**src/rtl/approx_col_reducer.sv**
```systemverilog
// Multi-cycle column reducer sharing one approximate 5:2 counter cell.
// Returns approximate and exact column sums plus a mismatch flag.
module approx_col_reducer #(
  parameter int NSLICE = 3,
  parameter int ACC_W  = 5
) (
  input  logic                  clk,
  input  logic                  rst,
  input  logic                  in_valid,
  output logic                  in_ready,
  input  logic [5*NSLICE-1:0]   in_col,
  output logic                  out_valid,
  input  logic                  out_ready,
  output logic [ACC_W-1:0]      out_approx,
  output logic [ACC_W-1:0]      out_exact,
  output logic                  out_err,
  output logic [7:0]            err_cnt,
  output logic                  busy
);

  localparam int COL_W = 5 * NSLICE;
  localparam int IDX_W = (NSLICE > 1) ? $clog2(NSLICE) : 1;
  localparam logic [IDX_W-1:0] LAST = IDX_W'(NSLICE - 1);

  typedef enum logic [1:0] {
    IDLE = 2'd0,
    RUN  = 2'd1,
    DONE = 2'd2
  } state_t;

  state_t            state;
  state_t            state_nx;
  logic [COL_W-1:0]  shreg;
  logic [ACC_W-1:0]  acc_a;
  logic [ACC_W-1:0]  acc_e;
  logic [IDX_W-1:0]  idx;
  logic [7:0]        err_q;

  logic [4:0]        x;
  logic              w1;
  logic              w2;
  logic              w3;
  logic              s;
  logic              c;
  logic [1:0]        slice_a;
  logic [2:0]        slice_e;
  logic              fire_in;
  logic              fire_out;
  logic              mism;

  assign x  = shreg[4:0];
  assign w1 = x[0] | x[1];
  assign w2 = x[2] | w1;
  assign w3 = x[3] | w1;
  assign s  = x[4] ^ w3 ^ w2;
  assign c  = (x[4] & w3) | (x[4] & w2) | (w3 & w2);

  assign slice_a = {c, s};
  assign slice_e = {2'b00, x[0]} + {2'b00, x[1]}
                 + {2'b00, x[2]} + {2'b00, x[3]}
                 + {2'b00, x[4]};

  assign fire_in  = (state == IDLE) && in_valid;
  assign fire_out = (state == DONE) && out_ready;
  assign mism     = (acc_a != acc_e);

  assign in_ready   = (state == IDLE);
  assign out_valid  = (state == DONE);
  assign busy       = (state != IDLE);
  assign out_approx = (state == DONE) ? acc_a : '0;
  assign out_exact  = (state == DONE) ? acc_e : '0;
  assign out_err    = (state == DONE) && mism;
  assign err_cnt    = err_q;

  // State register
  always_ff @(posedge clk) begin
    if (rst) begin
      state <= IDLE;
    end else begin
      state <= state_nx;
    end
  end

  // Next-state logic
  always_comb begin
    state_nx = state;
    unique case (state)
      IDLE: if (in_valid) state_nx = RUN;
      RUN:  if (idx == LAST) state_nx = DONE;
      DONE: if (out_ready) state_nx = IDLE;
      default: state_nx = IDLE;
    endcase
  end

  // Column capture, slice shifting and accumulation
  always_ff @(posedge clk) begin
    if (rst) begin
      shreg <= '0;
      acc_a <= '0;
      acc_e <= '0;
      idx   <= '0;
    end else if (fire_in) begin
      shreg <= in_col;
      acc_a <= '0;
      acc_e <= '0;
      idx   <= '0;
    end else if (state == RUN) begin
      shreg <= shreg >> 5;
      acc_a <= acc_a + ACC_W'(slice_a);
      acc_e <= acc_e + ACC_W'(slice_e);
      idx   <= idx + IDX_W'(1);
    end
  end

  // Saturating count of delivered mismatching columns
  always_ff @(posedge clk) begin
    if (rst) begin
      err_q <= '0;
    end else if (fire_out && mism && (err_q != 8'hFF)) begin
      err_q <= err_q + 8'd1;
    end
  end

endmodule

```
**config.mk**
```make
export PLATFORM = sky130hd
export DESIGN_NAME = approx_col_reducer
export DESIGN_NICKNAME = d
export VERILOG_FILES = /design/src/rtl/approx_col_reducer.sv
export SDC_FILE = /design/constraint.sdc
export NUM_CORES = 1
export LEC_CHECK = 0
export ABC_AREA = 1
export ABC_CLOCK_PERIOD_IN_PS = 2790
export CAP_MARGIN = 20
export CORE_MARGIN = 2
export CORE_UTILIZATION = 30
export CTS_BUF_LIST = sky130_fd_sc_hd__clkbuf_4 sky130_fd_sc_hd__clkbuf_8
export DETAILED_ROUTE_END_ITERATION = 10
export SYNTH_ARGS = -nofsm -noshare
export SYNTH_HDL_FRONTEND = slang
export SYNTH_SLANG_ARGS = --single-unit
```
**constraint.sdc**
```tcl
create_clock -name clk -period 2.79 [get_ports clk]
set_clock_uncertainty 0.15 [all_clocks]
set_input_delay 0.279 -clock clk [delete_from_list [all_inputs] [get_ports clk]]
set_output_delay 0.279 -clock clk [all_outputs]
set_load 0.02 [all_outputs]
```
==> flow_summary.ini, run 1 <==
[outcome]
status = complete, no violations

[placed_design]
port_buffers = 40
dpl.hpwl_um = 3550
gp_congestion = 0.813
place_area_um2 = 2550

[synthesis]
yosys_warnings = 0
syn-num-nets = 338
synth.avg_cell_area_um2 = 6.89
synth_ff_type = dfxtp_1
synth_top_area_cell = dfxtp_1
yosysTopAreaCellShare_pct = 35.3
synth.area.top_cells = dfxtp_1 (35%), nand2_1 (18%), inv_1 (7.7%)
synthArstFlopShare_pct = 0
yosys-top-cells-count = nand2_1 (100), inv_1 (43), dfxtp_1 (37)
synth_edf_count = 0
synth_area_um2 = 2100
synthCells = 305
synth_seq_area_share_pct = 35.3
ys_ff_latch = 37
yosysMostFrequentCell = nand2_1
ys_types = 26

[global_routing]
grt_pass1_wl_um = 8320
antenna_found_initial = 0
grtUsageTotal_pct = 13.5
grt_pass1_vias = 1889
grt_max_degree = 24
overflow = 0

[timing]
relSlewSlack_pct = 78.3
finalHoldViolCount = 0
fmax_mhz = 381
finalMaxSlewViolations = 0
worst_pin_slew_ns = 0.326
period_minus_slack_ns = 2.62
finalCritPeriodShare_pct = 94.0
finalSetupViolCount = 0

[clocking]
root_buffer = clkbuf_8
cts_tree = done
cts.path.max_buffers = 2
cts_made_buffers = 5
clock_sinks = 37
insertion_delay_ns = 0.28
clk_pin_slew_ns = 0.07
htreeDepth = 2

[critical_path]
start_kind = flop
rr_worst_depth = 9
critPathKind = flop to flop
end_kind = flop
required_ns = 2.80
path_max_fanout = 3
r2r_slack_ns = 0.17
worst-endpoint-arrival_ns = 2.63

[drt]
drtAntennaViolNets = 0
routed_wl_um = 4790
vias = 1956
route.detailed.drc = 0
drt_iter0_drc = 104
vias_per_cell = 4.42
wl_per_cell_um = 10.8
first_pass_iters = 5

[power_and_ir_drop]
pwr-share-comb_pct = 16.2
p_total_mw = 1.17
clockPowerShare_pct = 35.3
peakVddDrop_uv = 230
switchingPower_mw = 0.318
power_density_nw_per_um2 = 437
intPower_mw = 0.849
leakagePower_nw = 1.10
sw_frac_of_total_pct = 27.2
power.share.sequential_pct = 48.5

[finish]
nets = 379
area_growth_pct = 27.0
fin_area_um2 = 2670
diodes = 0
drive_gt1_share_pct = 7.49

[floorplanning]
die-area_um2 = 7690
die_h_um = 87.7
placement_rows = 30
start_util_pct = 30.9
die_w_um = 87.7
core_um2 = 6790
io_pins = 41

[worst_hold_path]
min_path_cells = 2
hold_class = flop to flop

[run]
drv_cap = 0
==> worst max-delay path: stages (launching register included) <==
cell and delay, ns:
dfxtp_2 0.34, fa_1 0.54, inv_1 0.05, fa_1 0.47
inv_1 0.04, ha_2 0.18, fa_2 0.37, buf_4 0.14
xnor2_1 0.13, a21oi_1 0.08
==> stage by stage <==
stage | std cells | hold WS [ns] | setup TNS (ns) | util (%) | setup WS, ns
2_1_floorplan | 305 | 0.276 | 0 | - | 0.245
3_3_place_gp | 434 | 0.299 | 0 | 37.6 | 0.139
3_5_place_dp | 434 | 0.305 | 0 | 37.6 | 0.0882
4_1_cts | 442 | 0.315 | 0 | 39.1 | 0.0698
5_1_grt | 443 | 0.326 | -0.00984 | 39.3 | -0.00984
6_report | 443 | 0.314 | 0 | 39.3 | 0.167
==> worst paths after layout <==
kind	startpoint	to
max	shreg[0]	acc_e[2]
min	shreg[14]	shreg[14]
min reg2reg	shreg[14]	shreg[14]
max reg2reg	shreg[0]	acc_e[2]
==> flip-flops by register name, summed over array words and instances, names as in the netlist <==
register  count
shreg        15
err_cnt       8
acc_a         5
acc_e         5
idx           2
state         2
==> area by class of cell <==
| type | instances | area [um^2] |
|---|---|---|
| Clock buffer | 7 | 96.3 |
| Sequential cell | 37 | 742 |
| Inverter | 48 | 181 |
| Clock inverter | 1 | 5.00 |
| Fill cell | 714 | 4130 |
| Tap cell | 96 | 120 |
| Multi-Input combinational cell | 211 | 1100 |
| Timing Repair Buffer | 43 | 423 |
==> placed cells by master (no fill, tap or decap), types with 3 or more instances in the layout <==
| cell type | instances |
|---|---|
| nor2_1 | 33 |
| ha_1 | 8 |
| dfxtp_1 | 36 |
| clkdlybuf4s50_1 | 40 |
| inv_1 | 43 |
| buf_4 | 3 |
| fa_1 | 4 |
| nand3_1 | 11 |
| a21oi_1 | 17 |
| nand2_1 | 100 |
| nor2_2 | 3 |
| a31oi_1 | 10 |
| clkbuf_8 | 7 |
| o21ai_0 | 3 |
| inv_2 | 3 |
| nand4_1 | 7 |
==> layer usage <==
metal	track usage (%)	vias up	wire, um
met3	3.11	7	243
met1	17.4	876	2290
met5	0	-	0
met2	22.9	50	2200
met4	3.36	0	56
li1	-	1023	-
==> logic make-up after synthesis <==
logic type	Yosys count	synth area share, %
xor+xnor	4	1.67
compound gates	32	8.34
fa+ha+maj	14	10.1
simple gates	161	32.0
buf+inv	57	12.6
flops	37	35.3
==> power by group through the flow <==
stage          registers, mW  clock network [mW]  logic, mW
2_1_floorplan          0.575                   0      0.140
3_3_place_gp           0.577                   0      0.187
3_5_place_dp           0.579                   0      0.187
4_1_cts                0.566               0.429      0.189
5_1_grt                0.570               0.449      0.218
6_report               0.566               0.412      0.189
==> what timing repair did <==
action	4_1_cts	5_1_grt
hold endpoints to repair	0	0
hold buffers	0	0
resized for setup	0	4
setup endpoints to repair	0	1
setup buffers	0	1
No activity file was read; power rests on OpenSTA's default activity.
==> run 2: changes to the inputs <==
Settings changed: CTS_CLUSTER_SIZE from default to 40.
==> results of run 2 <==
No change in the layout: final DEF, timing and power equal those of run 1.
==> run 3: changes to the inputs <==
Settings changed: ABC_AREA 1 to 0.
==> flow_summary.ini, run 3 <==
[synthesis]
syn-num-nets = 264
synthArstFlopShare_pct = 0
yosysMostFrequentCell = dfxtp_1
yosys_warnings = 0
synth_seq_area_share_pct = 37.2
yosys-top-cells-count = dfxtp_1 (37), nand2_1 (31), a21oi_1 (27)
ys_ff_latch = 37
synth_ff_type = dfxtp_1
synth.avg_cell_area_um2 = 8.61
synth_top_area_cell = dfxtp_1
yosysTopAreaCellShare_pct = 37.2
synth_edf_count = 0
synth_area_um2 = 1990
synth.area.top_cells = dfxtp_1 (37%), a21oi_1 (6.8%), nand2_1 (5.8%)
synthCells = 231
ys_types = 37

[worst_hold_path]
hold_class = flop to flop
hp-start = shreg[5]
min_to = shreg[5]
min_path_cells = 2

[floorplanning]
start_util_pct = 31.2
io_pins = 41
die_w_um = 85.4
die-area_um2 = 7300
core_um2 = 6390
die_h_um = 85.4
placement_rows = 29

[power_and_ir_drop]
peakVddDrop_uv = 297
leakagePower_nw = 0.997
p_total_mw = 1.27
power_density_nw_per_um2 = 491

[critical_path]
r2r_slack_ns = 0.14
crit_family = adder cells
regToRegEndpoint = acc_e[4]
critPathKind = flop to flop
end_kind = flop
start_kind = flop
path_max_fanout = 3
rr_worst_depth = 9
worst_path_max_delay_cell = fa_1
cp.buffers_inverters = 2
required_ns = 2.80
worst-endpoint-arrival_ns = 2.66
timing.rr.start = shreg[0]
path_cells = fa_1, inv_1, fa_1, inv_1, ha_1, fa_1, a21oi_2, or3_1, a21oi_1
cpPeakStageDelay_ns = 0.53
path_common_cell = fa_1

[drt]
wl_per_cell_um = 12.1
drt_iter0_drc = 61
first_pass_iters = 4
drtAntennaViolNets = 0
vias = 1657
route.detailed.drc = 0
vias_per_cell = 4.76
routed_wl_um = 4200

[finish]
regMostFlops = shreg
fillers = 669
fin_area_um2 = 2590
area_growth_pct = 30.1
multi_input_area_um2 = 1170
regArea_um2 = 741
largest_reg_flops = 15
layout_common_cells = clkdlybuf4s50_1 (40), dfxtp_1 (37), nand2_1 (31)
drive_gt1_share_pct = 8.12
diodes = 0
nets = 303
final_common_cell = clkdlybuf4s50_1

[clocking]
root_buffer = clkbuf_8
htreeDepth = 2
clk_pin_slew_ns = 0.08
insertion_delay_ns = 0.29
cts_tree = done
cts_made_buffers = 5
postCtsSetupRepairBufs = 0
cts.path.max_buffers = 2
clock_sinks = 37

[global_routing]
gr-usage-met2_pct = 20.6
overflow = 0
grtUsageTotal_pct = 12.1
met1_usage_pct = 15.3
met3_usage_pct = 2.63
antenna_found_initial = 0
grt_pass1_wl_um = 7160
grt_pass1_vias = 1604
grt_max_degree = 34
busiest_layer = met2

[timing]
finalMaxSlewViolations = 0
finalCritPeriodShare_pct = 95.0
fin_setup_tns_ns = 0
finalSetupViolCount = 0
rsz0062_at_grt = no
relSlewSlack_pct = 56.5
worst_pin_slew_ns = 0.653
finalHoldViolCount = 0
period_minus_slack_ns = 2.65
fmax_mhz = 377
worst_slack_ns = 0.139

[placed_design]
place_area_um2 = 2460
port_buffers = 40
pre_cts_ws_ns = 0.104
dpl.hpwl_um = 3090
gp_congestion = 0.757

[outcome]
status = complete, no violations

[run]
drv_cap = 0
[run 3: timing repair]
action	in CTS	in global routing
resized for setup	0	1
hold buffers	0	0
hold endpoints to repair	0	0
setup endpoints to repair	0	1
[run 3: metrics by stage]
stage | hold WS, ns | utilization [%] | instances
final | 0.308 | 40.5 | 348
after global routing | 0.337 | 40.5 | 348
after CTS | 0.309 | 40.5 | 348
after detailed placement | 0.298 | 38.6 | 340
after global placement | 0.288 | 38.6 | 340
after floorplan | 0.265 | - | 231
[run 3: worst min-delay path, stage by stage, from the launching register on]
cell and delay, ns:
dfxtp_1 0.31, nand2_1 0.05, a21oi_1 0.05
[run 3: worst max path at each step]
stage	startpoint	end	slack, ns	cells past startpoint
after detailed placement	shreg[0]	acc_e[4]	0.10	9
after global routing	shreg[0]	acc_e[4]	0.006	9
final	shreg[0]	acc_e[4]	0.14	9
after global placement	shreg[0]	acc_e[4]	0.15	9
after CTS	shreg[0]	acc_e[4]	0.11	9
after floorplan	shreg[0]	acc_e[4]	0.22	9
[run 3: report_power, final]
group / switching (mW) / internal (mW) / total, mW
registers: 0.0190 / 0.551 / 0.570
logic: 0.118 / 0.0912 / 0.209
clock network: 0.201 / 0.291 / 0.492
total: 0.338 / 0.933 / 1.27
[run 3: cell families after synthesis]
family	share of synthesized area, %
buffers and inverters	4.15
XOR/XNOR	4.28
AO/OA/AOI/OAI	12.7
adder cells (fa/ha/maj)	10.7
multiplexers	4.65
flip-flops	37.2
AND/OR/NAND/NOR	26.3
[run 3: layout make-up]
cell class	count	area share, %
multi-input combinational	173	45.2
timing repair buffer	43	16.3
clock inverter	2	1.45
inverter	10	1.45
clock buffer	6	3.19
sequential	37	28.6
tap	77	3.72
[run 3: metal layers]
metal	vias to the layer above	part of all wire, %
li1	858	-
met1	764	48
met2	30	47
met3	5	3.5
met4	0	1.4
met5	-	0
